### src/rtl/reservation_station.sv
// reservation_station: single-FU-lane reservation station built as a collapsing
// queue (entry 0 is oldest). Buffers dispatched instructions, captures source
// operands from the CDB, and presents the oldest ready entry to the issue unit.
// Optional feature macro: RS_DISPATCH_BYPASS_EN (CDB-to-dispatch operand bypass).

`ifndef ROB_TAG_LEN
`define ROB_TAG_LEN 6
`endif

module reservation_station #(
   parameter int RS_SIZE  = 4,
   parameter int TAG_LEN  = `ROB_TAG_LEN,
   parameter int DATA_LEN = 32,
   parameter int FUNC_LEN = 5
) (
   input  logic                clk,
   input  logic                reset,
   input  logic                squash,
   input  logic                dispatch_valid,
   input  logic [TAG_LEN-1:0]  dispatch_rob_tag,
   input  logic [FUNC_LEN-1:0] dispatch_func,
   input  logic                dispatch_src1_valid,
   input  logic [DATA_LEN-1:0] dispatch_src1_value,
   input  logic [TAG_LEN-1:0]  dispatch_src1_tag,
   input  logic                dispatch_src2_valid,
   input  logic [DATA_LEN-1:0] dispatch_src2_value,
   input  logic [TAG_LEN-1:0]  dispatch_src2_tag,
   output logic                rs_full,
   input  logic                cdb_valid,
   input  logic [TAG_LEN-1:0]  cdb_tag,
   input  logic [DATA_LEN-1:0] cdb_value,
   output logic                insn_ready,
   input  logic                issue,
   output logic [TAG_LEN-1:0]  issue_rob_tag,
   output logic [FUNC_LEN-1:0] issue_func,
   output logic [DATA_LEN-1:0] issue_src1,
   output logic [DATA_LEN-1:0] issue_src2
);

   localparam int CW = $clog2(RS_SIZE + 1);
   localparam int IW = $clog2(RS_SIZE);

   typedef struct packed {
      logic                valid;
      logic [TAG_LEN-1:0]  rob_tag;
      logic [FUNC_LEN-1:0] func;
      logic                src1_valid;
      logic [DATA_LEN-1:0] src1_value;
      logic [TAG_LEN-1:0]  src1_tag;
      logic                src2_valid;
      logic [DATA_LEN-1:0] src2_value;
      logic [TAG_LEN-1:0]  src2_tag;
   } entry_t;

   entry_t              entries      [RS_SIZE];
   entry_t              entries_up   [RS_SIZE];  // entries[i+1], empty past the top
   entry_t              entries_next [RS_SIZE];
   entry_t              disp_entry;
   entry_t              sel_entry;
   logic [CW-1:0]       count;
   logic [CW-1:0]       count_after_issue;
   logic [CW-1:0]       count_next;
   logic [RS_SIZE-1:0]  ready;
   logic [IW-1:0]       sel_idx;
   logic                issue_fire;
   logic                dispatch_ok;

   // Shift source for the collapse: each slot looks at the slot above it.
   for (genvar g = 0; g < RS_SIZE; g++) begin : g_up
      if (g < RS_SIZE - 1) begin : g_mid
         assign entries_up[g] = entries[g + 1];
      end else begin : g_top
         assign entries_up[g] = '0;
      end
   end

   // Oldest-ready selection from registered state only.
   // NOTE: every variable driven in always_comb gets a default first, so no path leaves it holding a stale value (latch).
   always_comb begin
      ready   = '0;
      sel_idx = '0;
      for (int i = RS_SIZE - 1; i >= 0; i--) begin
         ready[i] = entries[i].valid & entries[i].src1_valid & entries[i].src2_valid;
         if (ready[i]) sel_idx = IW'(i);
      end
   end

   assign insn_ready    = |ready;
   assign sel_entry     = entries[sel_idx];
   assign issue_rob_tag = insn_ready ? sel_entry.rob_tag    : '0;
   assign issue_func    = insn_ready ? sel_entry.func       : '0;
   assign issue_src1    = insn_ready ? sel_entry.src1_value : '0;
   assign issue_src2    = insn_ready ? sel_entry.src2_value : '0;

   assign rs_full     = (count == CW'(RS_SIZE));
   assign issue_fire  = issue & insn_ready;
   assign dispatch_ok = dispatch_valid & ~rs_full;

   // Build the entry being dispatched, optionally capturing a same-cycle CDB result.
   always_comb begin
      disp_entry            = '0;
      disp_entry.valid      = 1'b1;
      disp_entry.rob_tag    = dispatch_rob_tag;
      disp_entry.func       = dispatch_func;
      disp_entry.src1_valid = dispatch_src1_valid;
      disp_entry.src1_value = dispatch_src1_value;
      disp_entry.src1_tag   = dispatch_src1_tag;
      disp_entry.src2_valid = dispatch_src2_valid;
      disp_entry.src2_value = dispatch_src2_value;
      disp_entry.src2_tag   = dispatch_src2_tag;
`ifdef RS_DISPATCH_BYPASS_EN
      if (cdb_valid && !dispatch_src1_valid && dispatch_src1_tag == cdb_tag) begin
         disp_entry.src1_valid = 1'b1;
         disp_entry.src1_value = cdb_value;
      end
      if (cdb_valid && !dispatch_src2_valid && dispatch_src2_tag == cdb_tag) begin
         disp_entry.src2_valid = 1'b1;
         disp_entry.src2_value = cdb_value;
      end
`endif
   end

   // Next queue state: collapse over the issued slot, wake up, then append.
   always_comb begin
      count_after_issue = count - CW'(issue_fire);
      count_next        = count_after_issue + CW'(dispatch_ok);
      for (int i = 0; i < RS_SIZE; i++) begin
         entries_next[i] = (issue_fire && i >= int'(sel_idx)) ? entries_up[i] : entries[i];
         if (cdb_valid && entries_next[i].valid) begin
            if (!entries_next[i].src1_valid && entries_next[i].src1_tag == cdb_tag) begin
               entries_next[i].src1_valid = 1'b1;
               entries_next[i].src1_value = cdb_value;
            end
            if (!entries_next[i].src2_valid && entries_next[i].src2_tag == cdb_tag) begin
               entries_next[i].src2_valid = 1'b1;
               entries_next[i].src2_value = cdb_value;
            end
         end
         if (dispatch_ok && i == int'(count_after_issue)) entries_next[i] = disp_entry;
      end
   end

   // State register; reset and squash only clear occupancy.
   // NOTE: only the valid bits are reset; payload fields are don't-care while invalid, so they carry no reset.
   always_ff @(posedge clk) begin
      if (reset || squash) begin
         count <= '0;
         for (int i = 0; i < RS_SIZE; i++) entries[i].valid <= 1'b0;
      end else begin
         // NOTE: non-blocking assignments so every register samples pre-edge values.
         count <= count_next;
         for (int i = 0; i < RS_SIZE; i++) entries[i] <= entries_next[i];
      end
   end

endmodule

### config.mk
export PLATFORM = sky130hd
export DESIGN_NAME = reservation_station
export DESIGN_NICKNAME = d
export VERILOG_FILES = /design/src/rtl/reservation_station.sv
export SDC_FILE = /design/constraint.sdc
export NUM_CORES = 1
export LEC_CHECK = 0
export CAP_MARGIN = 10
export CORE_MARGIN = 4
export CORE_UTILIZATION = 47
export CTS_BUF_LIST = sky130_fd_sc_hd__clkbuf_8
export DETAILED_ROUTE_END_ITERATION = 10
export PLACE_DENSITY = 0.73
export SLEW_MARGIN = 20
export SYNTH_ARGS = -nofsm -noshare
export SYNTH_HDL_FRONTEND = slang
export SYNTH_SLANG_ARGS = --single-unit
export TNS_END_PERCENT = 1
### constraint.sdc
create_clock -name clk -period 19.4 [get_ports clk]
set_input_delay 5.82 -clock clk [delete_from_list [all_inputs] [get_ports clk]]
set_output_delay 5.82 -clock clk [all_outputs]
set_load 0.05 [all_outputs]
* Word level (Yosys, flattened, before mapping)
Memories as Yosys holds them, arrays and structs flattened. Index checks and enable logic that the tools add are counted. W data, S select, Z words.
Word-level totals: bits in registers 3, RAM bits 360, memories 1
Memory list:
- entries | depth 4, width 90, rd ports 5, clocked after memory_dff 0, wr ports 4, line 55 | entry_t entries [RS_SIZE];
Operators by class: $add $sub $neg 2, magnitude comparators 3, equality and inequality tests 12, multiplexer cells 39, bitwise gates (word level) 15, reduce and logical (&&, ||, !) cells 30
Operators by type and width (number):
- $mux W90 | 8
- $mux W33 | 16
- $mux W32 | 2
- $eq A6 B6 Y1 | 8
- $logic_and A1 B1 Y1 | 19
- $and A1 B1 Y1 | 10
- $logic_not A1 Y1 | 8
- $mux W2 | 4
- $mux W1 | 7
- $eq A3 B3 Y1 const A | 2
- $mux W6 | 1
- $mux W5 | 1
- $ge A1 B2 Y1 const A | 2
- $or A1 B1 Y1 | 4
- $reduce_or A4 Y1 | 1
- $add A3 B1 Y3 | 1
- $eq A2 B3 Y1 const A | 1
- $eq A3 B3 Y1 const B | 1
- $logic_not A3 Y1 | 1
- $sub A3 B1 Y3 | 1
- $ge A2 B2 Y1 const A | 1
- $logic_or A1 B1 Y1 | 1
- $not A1 Y1 | 1

* Depth between registers and ports, before layout
Gate-level depths: netlist of run 1. An unclocked memory read counts as a cell.
depth after elaboration 16, depth in mapped cells 14

* Worst setup path after synthesis of run 1
OpenSTA, ideal clock, no wires.
kind input port to flip-flop, start input squash, end memory entries[0][0] (netlist bit), enable pin, arrival time 12312 ps, setup slack 6427 ps, cell stages on the path 3, cells stage by stage or2_2 clkbuf_1 inv_1
RTL lines:
- start, declared | line 18 | input logic squash,
- end, declared | line 55

==> impl_metrics.ini, run 1 <==
[timing]
holdWs_ns = 0.5415
tightest_slew_ns = 1.216
finalSetupViolations = 0
slew-limit-headroom_pct = 18.75
min_period_over_period_pct = 57.92
setup_tns_ns = 0
hold_viol_final = 0
skew_ns = 0.04154
drv_slew = 0
fmax_ghz = 0.08899
grt_setup_unrepaired = no
period_needed_ns = 11.24

[power]
power.switching_mw = 0.5197
cellPowerDensity_mw_per_mm2 = 69.20
p_leak_nw = 10.49
seqPwrFrac_pct = 49.5
swShare_pct = 27.42
ir_drop_mv = 0.03687
comb_power_share_pct = 13.4
power.clock.fraction_pct = 37.1
p_int_mw = 1.376

[yosys]
synth_cell_types = 68
yosys_warnings = 0
synth.most_common_cell = nand2_1
synth_edf_count = 356
syn_nets = 2737
synth_area_mm2 = 0.02372
syn_avg_cell_area_um2 = 9.122
synth_common_cells = nand2_1 (771), edfxtp_1 (356), nor2_1 (252), clkbuf_1 (165), o21ai_0 (114)
synth_ff_type = edfxtp_1
synth_top_cell_area_share_pct = 45.08
synth_top_cells_by_area = edfxtp_1 (45%), nand2_1 (12%), mux4_2 (7.1%)
ys_async_sr_fraction_pct = 0
ys_ff_latch = 363
yosysSeqAreaShare_pct = 45.67
synth_area_leader_cell = edfxtp_1
synthCells = 2600

[placed_design]
hpwl_um = 45990
place.gp.congestion = 0.8936
portBuffers = 209
postPlaceCellArea_mm2 = 0.02618

[routing]
drtAntennaViolNets = 0
drc = 0
firstDrtPassIters = 6
routedWlPerCell_um = 23.30
vias = 21560
vias_per_cell = 6.318
wirelength_um = 79510
drt_iter0_drc = 2781

[grt]
grt_util_all_layers_pct = 28.14
grt.busiest_layer = met2
grt_max_degree = 161
grt_pass1_wl_um = 119700
grt_overflow = 0
first_global_vias = 21100
antenna_found_initial = 5
grtUsageMet1_pct = 37.61
met3_usage_pct = 5.607
use_met2_pct = 44.82

[worst_setup_path]
slowest_stage = nor2b_4
end_kind = flip-flop
worstPathRequired_ns = 19.71
crit_arrival_ns = 11.55
critPathLaunchType = primary input
critPathMaxStageDelay_ns = 0.96
criticalPathCategory = primary input to flip-flop
crit_path_cell_trace = clkdlybuf4s50_1 -> nand4_4 -> buf_4 -> nand3_4 -> buf_4 -> mux2i_1 -> o221a_2 -> nand3_1 -> nor2b_4 -> a211oi_1
path_common_cell = buf_4
crit_fanout = 54

[flow_run]
drv_cap = 0

[cts]
numClockSinks = 363
clockBufferDepth = 3
postCtsResizedCells = 0
clock_latency_ns = 0.65
cts_setup_buffers = 0
tritoncts = done
path_clk_slew_ns = 0.06
holdBufCountCts = 0
cts_made_buffers = 66
h-tree-depth = 3
root_buffer = clkbuf_8

[floorplan]
rows = 82
fp.dieH_um = 232.6
die_x_um = 232.6
core_mm2 = 0.05007
dieArea_mm2 = 0.05412
io_pins = 210
initial_core_util_pct = 47.37

[final_layout]
utilization_pct = 54.71
num-nets-final = 2829
drive_gt1_share_pct = 9.094
fin_area_mm2 = 0.02739
syn2layout_area_growth_pct = 15.49

[status]
status = completed

[min_path]
hp-class = flip-flop to flip-flop
-- worst max-delay path: cells and delay by family --
| kind | cells | cell delay (ns) |
|---|---|---|
| mux | 1 | 0.31 |
| compound gates | 2 | 0.47 |
| buf+inv | 3 | 2.25 |
| simple gates | 4 | 2.55 |
-- metrics by stage --
| stage | total power [mW] | setup WS [ns] | cells |
|---|---|---|---|
| global route | 1.955 | 8.006 | 3411 |
| global placement | 1.191 | 7.905 | 3296 |
| detailed placement | 1.202 | 7.764 | 3296 |
| finish | 1.895 | 8.163 | 3413 |
| floorplan | 1.105 | 6.427 | 2600 |
| CTS | 1.893 | 8.393 | 3410 |
-- routing by layer --
metal / share of wire, % / routed length [um]
met3: 12 / 9297
met2: 46 / 36810
met1: 38 / 30470
met4: 3.7 / 2905
met5: 0.033 / 26
-- flip-flops by register name, indices dropped and copies added, names as in the netlist --
name / cells
count: 3
entries: 360
-- final cells by class --
cell class / count / area, um2
inverter: 15 / 68.82
fill: 4465 / 22680
tap: 672 / 840.8
sequential: 363 / 10830
clock inverter: 43 / 226.5
timing repair buffer: 241 / 2332
multi-input combinational: 2005 / 12110
antenna: 3 / 7.507
clock buffer: 71 / 977.2
-- power by group through the flow --
stage               clock network, mW  logic [mW]  registers, mW
floorplan                           0       0.154          0.950
global placement                    0       0.241          0.950
detailed placement                  0       0.249          0.952
CTS                             0.706       0.250          0.937
global route                    0.740       0.275          0.941
finish                          0.703       0.255          0.937
-- cell families (layout without fill, tap and decap cells) --
group                      after synthesis  in the layout  synth area share (%)
buffers and inverters                  232            370                 3.856
and+or+nand+nor                       1353           1353                 25.13
DFF                                    363            363                 45.67
xor gates and xnor gates                34             34                 1.256
AOI/OAI and AO/OA                      433            433                 12.28
other                                    0              3                     0
muxes                                  181            181                 11.60
adders and majority gates                4              4                0.2110
-- worst paths after layout --
kind                  startpoint        endpoint  slack (ns)  depth (start not counted)
setup / recovery           issue  entries[2][68]        8.16                         10
setup reg to reg  entries[0][89]  entries[2][68]       13.65                          9
hold / removal    entries[3][89]  entries[3][89]        0.54                          2
hold reg to reg   entries[3][89]  entries[3][89]        0.54                          2
-- cell usage in the layout, fill, tap and decap left out, types with 4 or more instances in the layout --
cell type,count
and4_1,33
mux2i_1,105
mux4_2,75
and3_1,72
clkbuf_8,71
o21ai_0,114
inv_1,28
clkdlybuf4s50_1,209
o21ai_1,19
nor2b_1,5
dfxtp_1,7
o211a_1,16
ha_1,4
o22ai_1,4
clkinv_2,4
nand3_1,71
o31ai_2,28
clkinv_1,20
o2bb2ai_1,17
a31oi_1,68
buf_4,32
o31ai_1,40
and2_1,90
nor2_1,251
edfxtp_1,356
nor3_2,6
nand2_1,769
xnor2_1,24
nand4_1,22
xor2_1,10
a211oi_1,32
a21oi_1,70
No activity file was read; power rests on OpenSTA's default activity.
==> run 2, diff against run 1 <==
==> constraint.sdc (replaced) <==
create_clock -name clk -period 10.6 [get_ports clk]
set_input_delay 3.18 -clock clk [delete_from_list [all_inputs] [get_ports clk]]
set_output_delay 3.18 -clock clk [all_outputs]
set_load 0.05 [all_outputs]
==> impl_metrics.ini, run 2 (synthesis gave the netlist of run 1 again) <==
[grt]
first_global_vias = 21160
grt.busiest_layer = met2
grtUsageMet1_pct = 39.60
grt_util_all_layers_pct = 28.92
grt_max_degree = 167
grt_overflow = 0
grt_pass1_wl_um = 122700
antenna_found_initial = 9
met3_usage_pct = 7.138
use_met2_pct = 43.89

[timing]
min_period_over_period_pct = 74.23
grt_setup_unrepaired = no
slew-limit-headroom_pct = 25.51
drv_slew = 0
period_needed_ns = 7.868
setup_tns_ns = 0
finalSetupViolations = 0
hold_viol_final = 0
fmax_ghz = 0.1271
tightest_slew_ns = 1.116
skew_ns = 0.01928

[worst_setup_path]
crit_arrival_ns = 8.40
reg2reg_to = entries[2][17]
critPathLaunchType = primary input
critPathMaxStageDelay_ns = 0.88
rr_worst_depth = 8
path_buf_inv = 2
path_common_cell = o211a_1
crit_path_cell_trace = clkdlybuf4s50_1 -> nand4_4 -> buf_4 -> nand3_4 -> mux2i_1 -> o211a_1 -> nand3_2 -> nand4_1 -> o211a_1
criticalPathCategory = primary input to flip-flop
r2r-start = entries[0][77]
crit_family = simple AND/OR/NAND/NOR gates
worst-r2r-setup-slack_ns = 5.36
crit_fanout = 50
path_depth = 9
end_kind = flip-flop
slowest_stage = nand3_4
worstPathRequired_ns = 11.13

[power]
seqPwrFrac_pct = 51.0
ir_drop_mv = 0.07391
p_leak_nw = 10.47
swShare_pct = 27.53
comb_power_share_pct = 13.8
power.clock.fraction_pct = 35.2
power.switching_mw = 0.9249
cellPowerDensity_mw_per_mm2 = 122.9
p_int_mw = 2.434

[final_layout]
fin_area_mm2 = 0.02734
drive_gt1_share_pct = 8.745
largest_register_ffs = 360
mostFrequentLayoutCells = nand2_1 (769), edfxtp_1 (356), nor2_1 (251)
syn2layout_area_growth_pct = 15.27
post_layout_nonfiller_instances = 3412
top_register = entries
largestRegisters = entries (360), count (3)
final_common_cell = nand2_1
num-nets-final = 2825

[min_path]
hold_path.startpoint = entries[3][89]
hp-class = flip-flop to flip-flop
hold_path_end = entries[3][89]
hold_depth = 2

[cts]
tritoncts = done
path_clk_slew_ns = 0.07
h-tree-depth = 2
root_buffer = clkbuf_8
numClockSinks = 363
clock_latency_ns = 0.67
cts_made_buffers = 61
clockBufferDepth = 3
postCtsResizedCells = 0
cts_setup_buffers = 0
holdBufCountCts = 0

[floorplan]
fp.dieH_um = 232.6
die_x_um = 232.6
core_mm2 = 0.05007
initial_core_util_pct = 47.37
io_pins = 210
rows = 82
dieArea_mm2 = 0.05412

[routing]
vias_per_cell = 6.325
drtAntennaViolNets = 0
wirelength_um = 80480
firstDrtPassIters = 6
drc = 0
drt_iter0_drc = 2855
routedWlPerCell_um = 23.59
vias = 21580

[flow_run]
drv_cap = 0

[placed_design]
hpwl_um = 45540
portBuffers = 209
place.gp.congestion = 0.8827
dp_cells = 3295
postPlaceCellArea_mm2 = 0.02621

[status]
status = completed
-- run 2: changes by cell type in the layout (fill, tap and decap cells not counted), moves of 2 or more --
cell | previous run | this run
diode_2 | 3 | 7
inv_1 | 28 | 31
clkinvlp_4 | 2 | 0
buf_12 | 0 | 5
buf_4 | 32 | 28
clkinv_1 | 20 | 22
clkbuf_8 | 71 | 61
-- run 2: worst min-delay path, delay by kind of cell (launching register included) --
kind	cells	cell delay [ns]
AO/OA/AOI/OAI	1	0.06
AND/OR/NAND/NOR	1	0.07
flip-flops	1	0.35
-- run 2: how the worst max path moves through the flow --
| stage | startpoint | end | slack [ns] |
|---|---|---|---|
| final | issue | entries[2][17] | 2.73 |
| after global routing | issue | entries[2][17] | 2.68 |
| after CTS | issue | entries[2][17] | 3.00 |
| after detailed placement | issue | entries[2][17] | 2.29 |
| after global placement | issue | entries[2][22] | 2.45 |
| after floorplan | squash | entries[0][0] | 0.27 |
-- run 2: stage by stage --
stage | worst slack, ns | power [mW] | hold WS [ns] | utilization (%)
after global routing | 2.679 | 3.483 | 0.5587 | 54.59
after detailed placement | 2.291 | 2.196 | 0.5063 | 52.34
after CTS | 3.003 | 3.357 | 0.5144 | 54.49
after global placement | 2.455 | 2.178 | 0.4959 | 52.34
final | 2.732 | 3.359 | 0.5219 | 54.60
after floorplan | 0.2673 | 2.022 | 0.4709 | -
-- run 2: cell type report --
type / count / area (um2)
multi-input cells: 2005 / 12110
clock buffers: 61 / 839.6
clock inverters: 47 / 235.2
fillers: 4415 / 22730
repair buffers: 242 / 2402
flip-flops and latches: 363 / 10830
diodes: 7 / 17.52
inverters: 15 / 63.81
well taps: 672 / 840.8
-- run 2: power groups by stage --
stage | Sequential (mW) | Clock [mW] | Combinational, mW
2_1_floorplan | 1.74 | 0 | 0.282
3_3_place_gp | 1.74 | 0 | 0.440
3_5_place_dp | 1.74 | 0 | 0.454
4_1_cts | 1.71 | 1.19 | 0.455
5_1_grt | 1.72 | 1.26 | 0.500
6_report | 1.71 | 1.18 | 0.463
-- run 2: metal layers --
metal | vias to the layer above | share of wire, % | wire (um)
met2 | 1602 | 45 | 36170
met1 | 10230 | 38 | 30820
met4 | 4 | 3.8 | 3062
met3 | 238 | 13 | 10410
met5 | - | 0.029 | 23
li1 | 9509 | - | -
